--- src/rtl/config_pkg.sv ---
// Shared types and constants for the UART transmit controller.
// Build option UART_TX_PARITY_EN inserts an even-parity slot between the data bits and the stop bit.
package config_pkg;

    localparam int unsigned CLKS_PER_BIT_DEFAULT = 868;
    localparam int unsigned DATA_W               = 8;
    localparam int unsigned BIT_IDX_W            = 3;

    typedef logic [DATA_W-1:0] tx_byte_t;

`ifdef UART_TX_PARITY_EN
    typedef enum logic [2:0] {
        IDLE   = 3'd0,
        START  = 3'd1,
        DATA   = 3'd2,
        STOP   = 3'd3,
        PARITY = 3'd4
    } tx_state_e;
`else
    typedef enum logic [1:0] {
        IDLE  = 2'd0,
        START = 2'd1,
        DATA  = 2'd2,
        STOP  = 2'd3
    } tx_state_e;
`endif

endpackage

--- src/rtl/uart_tx_ctrl_if.sv ---
// TX FIFO read port: the FIFO (master) presents its head byte, the controller (slave) pops it.
interface uart_tx_ctrl_if;
    import config_pkg::*;

    logic     fifo_have_next;
    tx_byte_t fifo_data;
    logic     fifo_next;

    modport master (output fifo_have_next, output fifo_data, input fifo_next);
    modport slave  (input fifo_have_next, input fifo_data, output fifo_next);

endinterface

--- src/rtl/uart_baud_tick.sv ---
// Bit-period counter: tick_c is high on the last clock of each bit; clr_i restarts the period.
module uart_baud_tick #(
    parameter int unsigned CLKS_PER_BIT = config_pkg::CLKS_PER_BIT_DEFAULT
) (
    input  logic clk_i,
    input  logic reset_i,
    input  logic clr_i,
    output logic tick_c
);

    localparam int unsigned CNT_W = (CLKS_PER_BIT > 1) ? $clog2(CLKS_PER_BIT) : 1;
    localparam logic [CNT_W-1:0] CNT_LAST = CNT_W'(CLKS_PER_BIT - 1);

    logic [CNT_W-1:0] cnt_q;
    logic [CNT_W-1:0] cnt_d;

    assign tick_c = (cnt_q == CNT_LAST);

    always_comb begin
        cnt_d = cnt_q + CNT_W'(1);
        if (clr_i || tick_c) begin
            cnt_d = '0;
        end
    end

    always_ff @(posedge clk_i or negedge reset_i) begin
        if (!reset_i) begin
            cnt_q <= '0;
        end else begin
            cnt_q <= cnt_d;
        end
    end

endmodule

--- src/rtl/uart_tx_ctrl.sv ---
// UART transmitter: pops bytes from a TX FIFO and sends 8N1 frames LSB first.
// Define UART_TX_PARITY_EN to send an even-parity bit before the stop bit.
module uart_tx_ctrl
    import config_pkg::*;
#(
    parameter int unsigned CLKS_PER_BIT = CLKS_PER_BIT_DEFAULT
) (
    input  logic           clk_i,
    input  logic           reset_i,
    input  logic           tx_en_i,
    uart_tx_ctrl_if.slave  fifo,
    output logic           tx_o,
    output logic           busy_o
);

    tx_state_e              state_q, state_d;
    tx_byte_t               shift_q, shift_d;
    logic [BIT_IDX_W-1:0]   bit_idx_q, bit_idx_d;
    logic                   tx_q, tx_d;
    logic                   busy_q, busy_d;
    logic                   baud_tick_c;
    logic                   baud_clr_c;
    logic                   pop_c;
`ifdef UART_TX_PARITY_EN
    logic                   parity_q, parity_d;
`endif

    uart_baud_tick #(.CLKS_PER_BIT(CLKS_PER_BIT)) u_baud (
        .clk_i   (clk_i),
        .reset_i (reset_i),
        .clr_i   (baud_clr_c),
        .tick_c  (baud_tick_c)
    );

    // Pop is gated by reset so the FIFO is never drained while the block is held in reset.
    assign pop_c          = reset_i && (state_q == IDLE) && tx_en_i && fifo.fifo_have_next;
    assign fifo.fifo_next = pop_c;
    assign tx_o           = tx_q;
    assign busy_o         = busy_q;

    always_comb begin
        state_d   = state_q;
        shift_d   = shift_q;
        bit_idx_d = bit_idx_q;
`ifdef UART_TX_PARITY_EN
        parity_d  = parity_q;
`endif
        unique case (state_q)
            IDLE: begin
                if (pop_c) begin
                    shift_d   = fifo.fifo_data;
                    bit_idx_d = '0;
`ifdef UART_TX_PARITY_EN
                    parity_d  = ^fifo.fifo_data;
`endif
                    state_d   = START;
                end
            end
            START: begin
                if (baud_tick_c) state_d = DATA;
            end
            DATA: begin
                if (baud_tick_c) begin
                    shift_d   = {1'b0, shift_q[DATA_W-1:1]};
                    bit_idx_d = bit_idx_q + BIT_IDX_W'(1);
                    if (bit_idx_q == BIT_IDX_W'(DATA_W - 1)) begin
`ifdef UART_TX_PARITY_EN
                        state_d = PARITY;
`else
                        state_d = STOP;
`endif
                    end
                end
            end
`ifdef UART_TX_PARITY_EN
            PARITY: begin
                if (baud_tick_c) state_d = STOP;
            end
`endif
            STOP: begin
                if (baud_tick_c) state_d = IDLE;
            end
            default: state_d = IDLE;
        endcase

        // Line level and busy are registered from the next state so they align with state_q.
        tx_d = 1'b1;
        unique case (state_d)
            START:   tx_d = 1'b0;
            DATA:    tx_d = shift_d[0];
`ifdef UART_TX_PARITY_EN
            PARITY:  tx_d = parity_d;
`endif
            default: tx_d = 1'b1;
        endcase
        busy_d     = (state_d != IDLE);
        baud_clr_c = (state_d != state_q);
    end

    always_ff @(posedge clk_i or negedge reset_i) begin
        if (!reset_i) begin
            state_q   <= IDLE;
            shift_q   <= '0;
            bit_idx_q <= '0;
            tx_q      <= 1'b1;
            busy_q    <= 1'b0;
`ifdef UART_TX_PARITY_EN
            parity_q  <= 1'b0;
`endif
        end else begin
            state_q   <= state_d;
            shift_q   <= shift_d;
            bit_idx_q <= bit_idx_d;
            tx_q      <= tx_d;
            busy_q    <= busy_d;
`ifdef UART_TX_PARITY_EN
            parity_q  <= parity_d;
`endif
        end
    end

endmodule

--- src/flat_wrapper.sv ---
// flat-port wrapper written by rule: the top's interface ports become plain ports
module uart_tx_ctrl_flat import config_pkg::*;
#(
    parameter int unsigned CLKS_PER_BIT = CLKS_PER_BIT_DEFAULT
)
  (clk_i, reset_i, tx_en_i, tx_o, busy_o, fifo_fifo_have_next, fifo_fifo_data, fifo_fifo_next);
  uart_tx_ctrl_if fifo_i ();
  input  logic clk_i;
  input  logic reset_i;
  input  logic tx_en_i;
  output logic tx_o;
  output logic busy_o;
  input wire logic [$bits(fifo_i.fifo_have_next)-1:0] fifo_fifo_have_next;
  input wire logic [$bits(fifo_i.fifo_data)-1:0] fifo_fifo_data;
  output wire logic [$bits(fifo_i.fifo_next)-1:0] fifo_fifo_next;
  assign fifo_i.fifo_have_next = fifo_fifo_have_next;
  assign fifo_i.fifo_data = fifo_fifo_data;
  assign fifo_fifo_next = fifo_i.fifo_next;
  uart_tx_ctrl #(.CLKS_PER_BIT(CLKS_PER_BIT)) u_core (.clk_i(clk_i), .reset_i(reset_i), .tx_en_i(tx_en_i), .fifo(fifo_i), .tx_o(tx_o), .busy_o(busy_o));
endmodule
--- config.mk ---
export PLATFORM = sky130hd
export DESIGN_NAME = uart_tx_ctrl_flat
export DESIGN_NICKNAME = d
export VERILOG_FILES = /design/src/rtl/config_pkg.sv /design/src/rtl/uart_tx_ctrl_if.sv /design/src/rtl/uart_baud_tick.sv /design/src/rtl/uart_tx_ctrl.sv /design/src/flat_wrapper.sv
export SDC_FILE = /design/constraint.sdc
export NUM_CORES = 1
export LEC_CHECK = 0
export CORE_MARGIN = 8
export CORE_UTILIZATION = 50
export DETAILED_ROUTE_END_ITERATION = 12
export PLACE_DENSITY_LB_ADDON = 0.08
export RECOVER_POWER = 100
export SYNTH_ARGS = -nofsm -noshare
export SYNTH_HDL_FRONTEND = slang
export SYNTH_SLANG_ARGS = --single-unit
--- constraint.sdc ---
create_clock -name clk_i -period 2.2 [get_ports clk_i]
set_input_delay 0.66 -clock clk_i [delete_from_list [all_inputs] [get_ports clk_i]]
set_output_delay 0.66 -clock clk_i [all_outputs]
set_load 0.005 [all_outputs]
==> After elaboration in Yosys (flattened, before gate mapping) <==
Index checks and enable logic that the tools add are counted.
{ "op_classes": {"add_sub_neg": 2, "n_mul": 0, "n_div": 0, "magnitude_cmp": 0, "eq_ne": 10, "shifts": 0, "mux": 14, "n_bitwise": 0, "n_reduce_logical": 8} }
{ "ops": {"columns": ["operator", "count"], "rows": [
  ["8-bit 2-to-1 mux", 2],
  ["8-bit one-hot mux with 2 select lines", 1],
  ["10-bit by 1-bit adder with 10-bit output, second input constant", 1],
  ["10-bit equality test, second input constant", 1],
  ["10-bit 2-to-1 mux", 1],
  ["2-bit 2-to-1 mux", 5],
  ["2-bit one-hot mux with 4 select lines", 1],
  ["2-bit equality test, second input constant", 3],
  ["3-bit 2-to-1 mux", 2],
  ["3-bit one-hot mux with 2 select lines", 1],
  ["2-bit by 1-bit equality test with 1-bit output, second input constant", 2],
  ["2-bit inequality test, second input constant", 2],
  ["2-bit nonzero test", 2],
  ["3-bit by 1-bit adder with 3-bit output, second input constant", 1],
  ["3-bit equality test, second input constant", 1],
  ["1-bit logical AND", 3],
  ["3-bit AND reduction", 1],
  ["2-bit zero test", 1],
  ["2-bit inequality test", 1],
  ["1-bit one-hot mux with 2 select lines", 1],
  ["1-bit logical OR", 1]
]} }
{ "totals": {"regBits": 25, "latch_bits": 0, "ramBits": 0, "romBits": 0, "input_bits": 12, "output_inout_bits": 3, "word_cells": 41, "n_memories": 0} }

==> Longest topological paths before layout <==
{ "logic_depth": {"depth_word": 9, "mapped_depth": 6, "mapped_depth_nobuf": 6} }

==> By module <==
Synthesis repeated with hierarchy kept, for this count alone.
{ "unflattened": {"hier_cells": 120, "area_unflattened_um2": 1286.2} }
{ "by_module_without_submodules": {"columns": ["module", "instances", "cells_each", "area_each_um2", "seq_area_each_um2"], "rows": [
  ["uart_tx_ctrl", 1, 68, 772.0, 376.6],
  ["uart_baud_tick", 1, 52, 514.2, 250.2]
]} }

==> Worst setup path before layout <==
Ideal clock, no wire load.
{ "synth_path": {"path_kind": "input-to-output", "startpoint": "in fifo_fifo_have_next", "endpoint": "out fifo_fifo_next", "t_arrival_ns": 1.310, "t_required_ns": 1.540, "path_slack_ns": 0.230, "stages": 4, "path_buffers": 1, "cell_sequence": "nand3_1 or3_1 clkbuf_1 clkinv_1"} }
{ "synth_via": {"elab_chain_len": 1} }
{ "synth_lines": {"columns": ["item", "line", "text"], "rows": [
  ["start: declaration", "flat_wrapper.sv:13", "input wire logic [$bits(fifo_i.fifo_have_next)-1:0] fifo_fifo_have_next;"],
  ["1-bit logical AND", "uart_tx_ctrl.sv:36", "assign pop_c = reset_i && (state_q == IDLE) && tx_en_i && fifo.fifo_have_next;"],
  ["end: declaration", "flat_wrapper.sv:15", "output wire logic [$bits(fifo_i.fifo_next)-1:0] fifo_fifo_next;"]
]} }
No other way between the ends.

==> Worst setup path after layout <==
{ "layout_path": {"startpoint": "in tx_en_i", "endpoint": "out fifo_fifo_next"} }
{ "layout_via": {"elab_chain_len": 2} }
{ "layout_lines": {"columns": ["item", "line", "text"], "rows": [
  ["start: declaration", "flat_wrapper.sv:10", "input logic tx_en_i;"],
  ["1-bit logical AND (2 in series)", "uart_tx_ctrl.sv:36", null]
]} }
No other way between the ends.

==> results by group <==
Outcome
  • Status: complete, no violations

Synth
  • XOR/XNOR share of the synthesized area: 0.0630
  • Syn avg cell area: approximately 11 um^2
  • Ys async rst share: 1.00
  • Post-synthesis cell area: approximately 1300 um^2
  • Ys Warns: 0
  • Synthesized instance count: around 120
  • Synth Area in Compound Gates: 0.149
  • Seq cells post-synth: 25
  • Syn Nets: ~130
  • Library cells used by synthesis: 39
  • Sequential-to-total area share from yosys stat: 0.501
  • Largest family of logic cells by synthesized area: simple AND/OR/NAND/NOR gates
  • Post-Synth Adder-Cell Area: 0.0300
  • Post-synthesis simple-gate area fraction: 0.218
  • Main flop type after synthesis: dfrtp_1
  • Post-synth EDFFs: 0
  • Fraction of synthesized area in multiplexers: 0.0170

Min path
  • Worst min-delay path class: in2async

Floorplanning
  • Top-Level Pins: 15
  • Chip height: about 66 um
  • Initial Util: 0.514
  • Num rows: 18
  • Area of the die: about 4400 um^2
  • Core area: roughly 2400 um^2
  • Chip Width: between 60 and 70 um

Route
  • Final wirelength: roughly 2300 um
  • Vias per cell: between 5 and 6
  • Via count: a little over 900
  • First drt pass iteration count: 4
  • Iteration-0 DRC Markers: 31
  • WL/cell: roughly 14 um
  • # DRC: 0
  • Routed Antenna Nets: 0

Layout
  • Most frequent cells in the layout: 24 x dfrtp_1, 13 x nor2_1, 9 x nand2_1
  • Share of cells above drive strength 1: 0.165
  • Ant diodes: 0
  • Area grow syn2layout: 19.3%
  • Fillers: between 200 and 250
  • Final Non-Filler Cells: 169
  • Final Util: 0.614
  • Area of the multi-input gates: between 500 and 600 um^2
  • Most common cell after layout, fill and taps aside: dfrtp_1
  • Layout Nets: around 160
  • Sequential Area: 627 um^2

STA
  • Final setup violation count: 0
  • Worst slew pin tran: about 540 ps
  • Fmax: between 0.4 and 0.5 GHz
  • Clock Skew: 1.13 ps
  • Slew HR: 0.640
  • Final period utilization: 0.982
  • Max Slew Vio Count: 0
  • Hold Fails Final Rpt: 0
  • Fin crit period: 2160 ps
  • RSZ-0062 raised after global routing: no

Setup path
  • WP data required: 1540 ps
  • CP Max Fanout: 2
  • Critical path endpoint category: output port
  • Setup crit start kind: primary input
  • Critical path type: in2out
  • Critical Path AT: approximately 1500 ps

Placed design
  • RePlAce Congestion: between 0.8 and 0.9
  • Detailed placer's ending HPWL: between 1500 and 2000 um
  • Total placed cells including tap cells: around 160
  • Buffers on Ports: 14

Flow run
  • Maxcap violations: 0

Global route
  • Largest net degree at the start of global routing: 27
  • Vias in the first global route: roughly 960
  • First-pass GRT wire length: ~4100 um
  • Tot GR Track Use: 0.118
  • Global route overflow: 0
  • Antenna violations before repair: 0

Clocking
  • CTS tree: built
  • Insertion delay to the later sink of the worst-skew pair: 310 ps
  • Clk slew on worst S/H paths: around 130 ps
  • Clock buffer depth: 2
  • Htree depth: 1
  • Total CTS buffers: 3
  • Clk sinks: 25
  • Root buffer cell: clkbuf_4

Power
  • Lkg Pwr: approximately 0.0007 uW
  • VDD IR max: around 0.00038 V
  • Pwr dens: 468 nW/um^2
## sequential cells by signal (all words and copies together), names as in the netlist
signal / count
u_core.u_baud.cnt_q: 10
u_core.tx_o: 1
u_core.bit_idx_q: 3
u_core.state_q: 2
u_core.busy_o: 1
u_core.shift_q: 8
## stage by stage
step                      worst slack [ps]  TNS [ps]  total power, uW  hold slack [ps]  instance area [um^2]
after global routing                  11.3         0              736              457                  1490
after global placement                -642     -1710              510              459                  1460
after floorplan                        230         0              478              364                  1250
after CTS                             38.8         0              711              438                  1510
after detailed placement              -646     -2090              511              468                  1460
final                                 40.0         0              699              439                  1490
## worst max-delay path, cell delays in order
cell             delay (ps)
clkdlybuf4s15_1         200
nand3_2                  80
or3_4                   410
clkinv_4                 60
buf_2                   100
## per-layer routing
layer  track usage  vias up  routed length [um]
li1              -      465                   -
met1         0.147      444                1160
met2         0.190       17                1030
met3        0.0339        2                 105
met4        0.0427        0                  13
met5             0        -                   0
## path summary, 6_finish.rpt
kind	from	endpoint	slack, ps	cells past startpoint
max in group asynchronous	reset_i	u_core.tx_o$_DFF_PN1_	1480	2
hold / removal	reset_i	u_core.state_q[0]$_DFF_PN0_	440	2
min in group clk_i	u_core.shift_q[4]$_DFFE_PN0P_	u_core.shift_q[4]$_DFFE_PN0P_	490	1
setup / recovery	tx_en_i	fifo_fifo_next	40	5
setup reg to reg	u_core.u_baud.cnt_q[0]$_DFF_PN0_	u_core.bit_idx_q[0]$_DFFE_PN0P_	360	5
hold reg to reg	u_core.shift_q[4]$_DFFE_PN0P_	u_core.shift_q[4]$_DFFE_PN0P_	490	1
## cell families after synthesis
group,Yosys count
DFF,25
muxes,2
buffers and inverters,6
and+or+nand+nor,47
adders and majority gates,3
xor gates and xnor gates,9
AOI/OAI and AO/OA,25
## cell type report
cell class / count / area share
multi-input cells: 86 / 0.396
flip-flops and latches: 25 / 0.420
well taps: 30 / 0.0251
clock buffers: 4 / 0.0176
inverters: 2 / 0.00838
repair buffers: 22 / 0.132
## cell usage after synthesis (2+ instances only)
cell	count	area [um^2]
dfrtp_1	24	601
nor3_1	4	20.0
xnor2_1	6	52.6
xor2_1	3	26.3
a22o_1	6	52.6
o21ai_0	3	15.0
and3_1	3	18.8
nand3_1	4	20.0
nor2_1	13	48.8
nand4_1	2	12.5
clkbuf_1	2	7.51
ha_1	3	37.5
nand2_1	9	33.8
a21o_1	7	52.6
a31oi_1	4	25.0
## power breakdown
part           switching, uW  total, uW  internal (uW)
logic                   14.9       36.6           21.8
registers               1.78        465            463
clock network            127        197           70.7
total                    143        699            555
## repair_timing
| item | in CTS | in global routing |
|---|---|---|
| buffers inserted | 1 | 0 |
| endpoints found under the setup margin | 1 | 0 |
| resized for setup | 16 | 0 |
| hold buffers | 0 | 0 |
(Power assumes the default switching activity.)
==> RTL edit 1: new RTL, same settings <==
The option `UART_TX_PARITY_EN` is turned on by a define.
--- a/src/rtl/config_pkg.sv
+++ b/src/rtl/config_pkg.sv
@@ -2,2 +2,4 @@
 // Build option UART_TX_PARITY_EN inserts an even-parity slot between the data bits and the stop bit.
+`define UART_TX_PARITY_EN
+
 package config_pkg;
Check against the original RTL: same outputs for any inputs over 10 cycles, from zero or initial values and one cycle with reset_i low; that may be too few to reach the edited logic, so the function may still have changed.
==> RTL edit 1 against the unedited design <==
Register-to-register slack got worse by 0.13 ns. Cell area is 7.5% higher. Sequential cell count rose by 2. Area after synthesis up 10%. Core utilization fell by 1.7 points. Setup slack better by 0.058 ns. Routed wire length up 17%. Global-route usage up 0.78 points. Clock skew increased by 0.015 ns. Critical endpoint unchanged.
Power is not compared: it rests on default switching activity, and its combinational part moved more than twofold at a synthesized area within 25%.
==> RTL edit 1: results (changes against the unedited design) <==
| Metric | Value |
|---|---|
| Net Count, Synth | `159 (+20%)` |
| Fillers | `241 (+12%)` |
| Clk_skew | `0.01662 ns (+0.01549 ns)` |
| Tot GR Track Use | `12.61% (+0.78 points)` |
| DR iter-0 viols | `96 (+210%)` |
| Arr. time, crit path | `1.44 ns (-0.06 ns)` |
| Status | `finished clean` |
| Routed vias/inst | `5.371 (-2.2%)` |
| Biggest registers after layout | `u_core.u_baud.cnt_q x10, u_core.shift_q x8` |
| Hold_ws | `0.4975 ns (+0.05815 ns)` |
| Setup slack, reg-to-reg | `0.23 ns (-0.13 ns)` |
| Nets@finish | `179 (+15%)` |
| Share of layout cells above drive strength 1 | `10.43% (-6.1 points)` |
| Clk slew on worst S/H paths | `0.16 ns (+0.03 ns)` |
| Worst reg-to-reg path cell count | `6 (+1)` |
| GPL Wtd Cong | `0.7989 (-3.5%)` |
| Dpl ws | `-0.4917 ns (+0.1541 ns)` |
| Synth area leaders | `dfrtp_1, xnor2_1, nand2_1` |
| Clock Latency Late Sink | `0.33 ns (+0.02 ns)` |
| CP peak stage delay | `0.44 ns (+0.03 ns)` |
| Post-synth top cells | `dfrtp_1, nand2_1, nor2_1` |
| WL/cell | `13.93 um (+2.0%)` |
| RR Endpoint | `u_core.u_baud.cnt_q[6]` |
| Vias in the first global route | `1,058 (+9.9%)` |
| Worst rel slew slack | `5.644% (-58 points)` |
| Dpl hpwl | `1.982 mm (+15%)` |
| Distinct cells, synth | `36 (-7.7%)` |
| Worst min-delay path class | `reg -> reg` |
==> RTL edit 1: changes by cell type after synthesis, moves of 3 or more <==
cell     delta
xnor2_1     +6
nand3_1     +3
nand2_1    +14
nor2_1      +3
a31oi_1     -4
a21oi_1     +3
a22oi_1     +7
o21ai_0     +4
nor3_1      -3
buf_2       +3
inv_1       +4
a21o_1      -7
a22o_1      -6
==> RTL edit 1: worst max-delay path by stage <==
stage | slack [ns] | end | from
after global placement | -0.49 | fifo_fifo_next | reset_i
after floorplan | 0.27 | fifo_fifo_next | fifo_fifo_have_next
after global routing | 0.06 | fifo_fifo_next | u_core.state_q[0]
after detailed placement | -0.49 | fifo_fifo_next | reset_i
after CTS | 0.005 | fifo_fifo_next | fifo_fifo_have_next
final | 0.1 | fifo_fifo_next | u_core.state_q[0]
==> RTL edit 1: routing by layer <==
metal  global-route usage [%]  part of all wire (%)  vias to the layer above
met5                        0                     0                        -
li1                         -                     -                      528
met3                    2.262                   3.3                        2
met1                    16.55                    48                      501
met4                    4.604                  0.59                        0
met2                    20.33                    48                       11
==> RTL edit 1: cell type report <==
| class | count | area, um2 | share of cell area (%) |
|---|---|---|---|
| clock buffer | 4 | 26.28 | 1.638 |
| multi-input combinational | 105 | 649.4 | 40.48 |
| tap | 31 | 38.79 | 2.418 |
| inverter | 5 | 18.77 | 1.170 |
| timing repair buffer | 22 | 193.9 | 12.09 |
| sequential | 27 | 676.9 | 42.20 |
==> RTL edit 1: cell families after synthesis <==
logic type | Yosys count | share of synthesized area (%)
flip-flops | 27 | 49.09
buffers and inverters | 12 | 4.447
AO/OA/AOI/OAI | 25 | 12.25
AND/OR/NAND/NOR | 62 | 21.96
adder cells (fa/ha/maj) | 3 | 2.723
XOR/XNOR | 15 | 9.528
==> RTL edit 1: worst reg2reg max path, delay by kind of cell (launching register included) <==
family                     cells  cell delay, ns
adders and majority gates      1            0.23
and+or+nand+nor                4            0.85
buffers and inverters          1            0.37
DFF                            1            0.41
==> RTL edit 1: power groups by stage <==
stage	Sequential (uW)	Combinational [uW]	Clock [uW]
floorplan	739	253	0
global route	773	416	241
detailed placement	763	360	0
global placement	756	350	0
finish	752	354	218
CTS	752	367	222
==> RTL edit 1: what timing repair did <==
item	in CTS	in global routing
pin swaps	1	0
hold buffers	0	0
hold endpoints to repair	0	0
buffers inserted	1	0
resized for setup	10	1
endpoints found under the setup margin	1	1
==> RTL edit 1: stage by stage <==
step	std cells	utilization [%]	area [um2]	TNS, ns
6_report	194	59.71	1604	0
3_5_place_dp	189	58.83	1580	-0.5519
4_1_cts	194	60.50	1625	0
2_1_floorplan	144	-	1379	0
3_3_place_gp	189	58.83	1580	-0.5353
5_1_grt	194	59.71	1604	0
==> RTL edit 2: new RTL, same flow settings <==
Made on the original files. The 4 states of `tx_state_e` get a one-hot encoding in 4 bits.
--- a/src/rtl/config_pkg.sv
+++ b/src/rtl/config_pkg.sv
@@ -19,7 +19,7 @@
 `else
-    typedef enum logic [1:0] {
-        IDLE  = 2'd0,
-        START = 2'd1,
-        DATA  = 2'd2,
-        STOP  = 2'd3
+    typedef enum logic [3:0] {
+        IDLE  = 4'b0001,
+        START = 4'b0010,
+        DATA  = 4'b0100,
+        STOP  = 4'b1000
     } tx_state_e;
Behaviour: same outputs for any inputs over 10 cycles, from zero or initial values and one cycle with reset_i low; not proved beyond that.
==> RTL edit 2 against the unedited design <==
Sequential share of layout area rose by 1.1 points. Synthesized cell count rose by 3.4%. Cell area rose by 5.4%. Total power rose by 5.5%. Combinational power fell by 24%. Routed wire length rose by 6.7%. Sequential cell count rose by 2. Setup slack improved by 0.069 ns. Global-route usage rose by 0.57 points. Area after synthesis rose by 9.4%. Highest routed layer unchanged.
==> RTL edit 2: results (changes against the unedited design) <==
| Metric | Value |
|---|---|
| CTS Buf Count | `3 (unchanged)` |
| DR iter-0 viols | `31 (unchanged)` |
| Worst min-delay path class | `reg -> reg` |
| Clk_skew | `0.005297 ns (+0.004164 ns)` |
| Share of layout cells above drive strength 1 | `13.48% (-3.1 points)` |
| Nets@finish | `157 (+1.3%)` |
| Synth warn | `0 (unchanged)` |
| Post-synth EDFFs | `0 (unchanged)` |
| Non-Filler Instances | `172 (+1.8%)` |
| Endpoints failing setup | `0 (unchanged)` |
| GPL Wtd Cong | `0.7456 (-10%)` |
| CP peak stage delay | `0.57 ns (+0.16 ns)` |
| Net Count, Synth | `136 (+3.0%)` |
| DR vias | `941 (+1.4%)` |
| Yosys top cell area share | `45.70% (-2.3 points)` |
| Post-synth top cells | `dfrtp_1, nor2_1, nand2_1` |
| Worst Path Max Fanout | `1 (-1)` |
| CTS HTree Levels | `1 (unchanged)` |
| Biggest registers after layout | `u_core.u_baud.cnt_q x10, u_core.shift_q x8, u_core.state_q x4` |
| Slowest CP cell | `dlygate4sd3_1` |
| Dpl hpwl | `1.760 mm (+2.3%)` |
| Gate Count Post-Synth | `121 (+3.4%)` |
| First-pass GRT wire length | `4.381 mm (+5.7%)` |
| Drt total wl | `2.463 mm (+6.7%)` |
| Clock Latency Late Sink | `0.32 ns` |
| Fillers | `252 (+17%)` |
| Tot GR Track Use | `12.39% (+0.57 points)` |
| Clk slew on worst S/H paths | `0.14 ns` |
| Worst vdd ir | `0.0003442 V (-8.6%)` |
| Asr flop ratio synth | `100.0% (unchanged)` |
| Top Family by Delay on Critical Path | `buffers and inverters` |
| Vias in the first global route | `924 (-4.0%)` |
| Clock buffer depth | `2 (unchanged)` |
| Pin count of the biggest net entering global routing | `28 (+3.7%)` |
| Worst rel slew slack | `3.925% (-60 points)` |
| Ys flop type | `dfrtp_1` |
| Distinct cells, synth | `45 (+15%)` |
| Lkg Pwr | `0.0007831 uW (+12%)` |
| Synth area leaders | `dfrtp_1, xor2_1, dfstp_2` |
| Root buf cell | `clkbuf_4` |
| Status | `finished clean` |
| Initial antenna violation count | `0 (unchanged)` |
| Input/output buffers | `14 (unchanged)` |
| Register area share after synthesis | `49.54% (-0.56 points)` |
| Drt pass-1 iters | `4 (unchanged)` |
## RTL edit 2: changes by cell type in the layout (fill, tap and decap cells not counted), moves of 3 or more
| cell | delta |
|---|---|
| xnor2_1 | -4 |
| nor3_1 | -3 |
| xor2_1 | +4 |
| nor2_1 | -3 |
## RTL edit 2: final timing paths
| path | from | endpoint | slack [ns] | cells past startpoint |
|---|---|---|---|---|
| hold reg to reg | u_core.shift_q[1] | u_core.shift_q[1] | 0.50 | 1 |
| setup / recovery | u_core.tx_o | tx_o | 0.11 | 1 |
| max in group asynchronous | reset_i | u_core.shift_q[1] | 0.46 | 2 |
| hold / removal | u_core.shift_q[1] | u_core.shift_q[1] | 0.50 | 1 |
| setup reg to reg | u_core.state_q[3] | u_core.bit_idx_q[0] | 0.23 | 5 |
| min in group asynchronous | reset_i | u_core.u_baud.cnt_q[6] | 0.90 | 2 |
## RTL edit 2: kinds of logic after synthesis
kind of cell / count (synthesis) / share of synthesized area (%)
compound gates: 27 / 14.53
xor+xnor: 9 / 5.759
fa+ha+maj: 3 / 2.743
buf+inv: 9 / 4.479
flops: 27 / 49.54
mux: 1 / 1.097
simple gates: 45 / 21.85
## RTL edit 2: final cells by class
type	count	share of cell area (%)
inverter	3	0.8751
multi-input combinational	85	39.54
tap	31	2.466
clock buffer	4	1.671
sequential	27	43.12
timing repair buffer	22	12.33
## RTL edit 2: routing by layer
layer	track usage, %	routed length [um]	vias to the layer above
li1	-	-	479
met1	16.98	1320	444
met2	18.29	1025	14
met3	2.782	73	4
met4	5.371	44	0
met5	0	0	-
## RTL edit 2: report_power, final
group	total, uW	switching (uW)	internal [uW]
Clock	213	142	71.0
Sequential	496	0	496
Combinational	27.8	12.1	15.7
Total	737	154	583
## RTL edit 2: per-stage QoR
stage               utilization, %  TNS (ns)  hold slack, ns  setup WS, ns  area, um2
floorplan                        -         0          0.3644        0.4564       1369
global placement             57.80   -0.4678          0.4587       -0.4678       1553
detailed placement           57.80   -0.4603          0.4704       -0.4603       1553
CTS                          59.01         0          0.4933     0.0009956       1585
global route                 58.55         0          0.5173       0.06769       1573
finish                       58.55         0          0.4972        0.1094       1573
## RTL edit 2: what timing repair did
action	in CTS	in global routing
resized for setup	7	2
pin swaps	2	1
buffers inserted	1	0
setup endpoints to repair	1	1
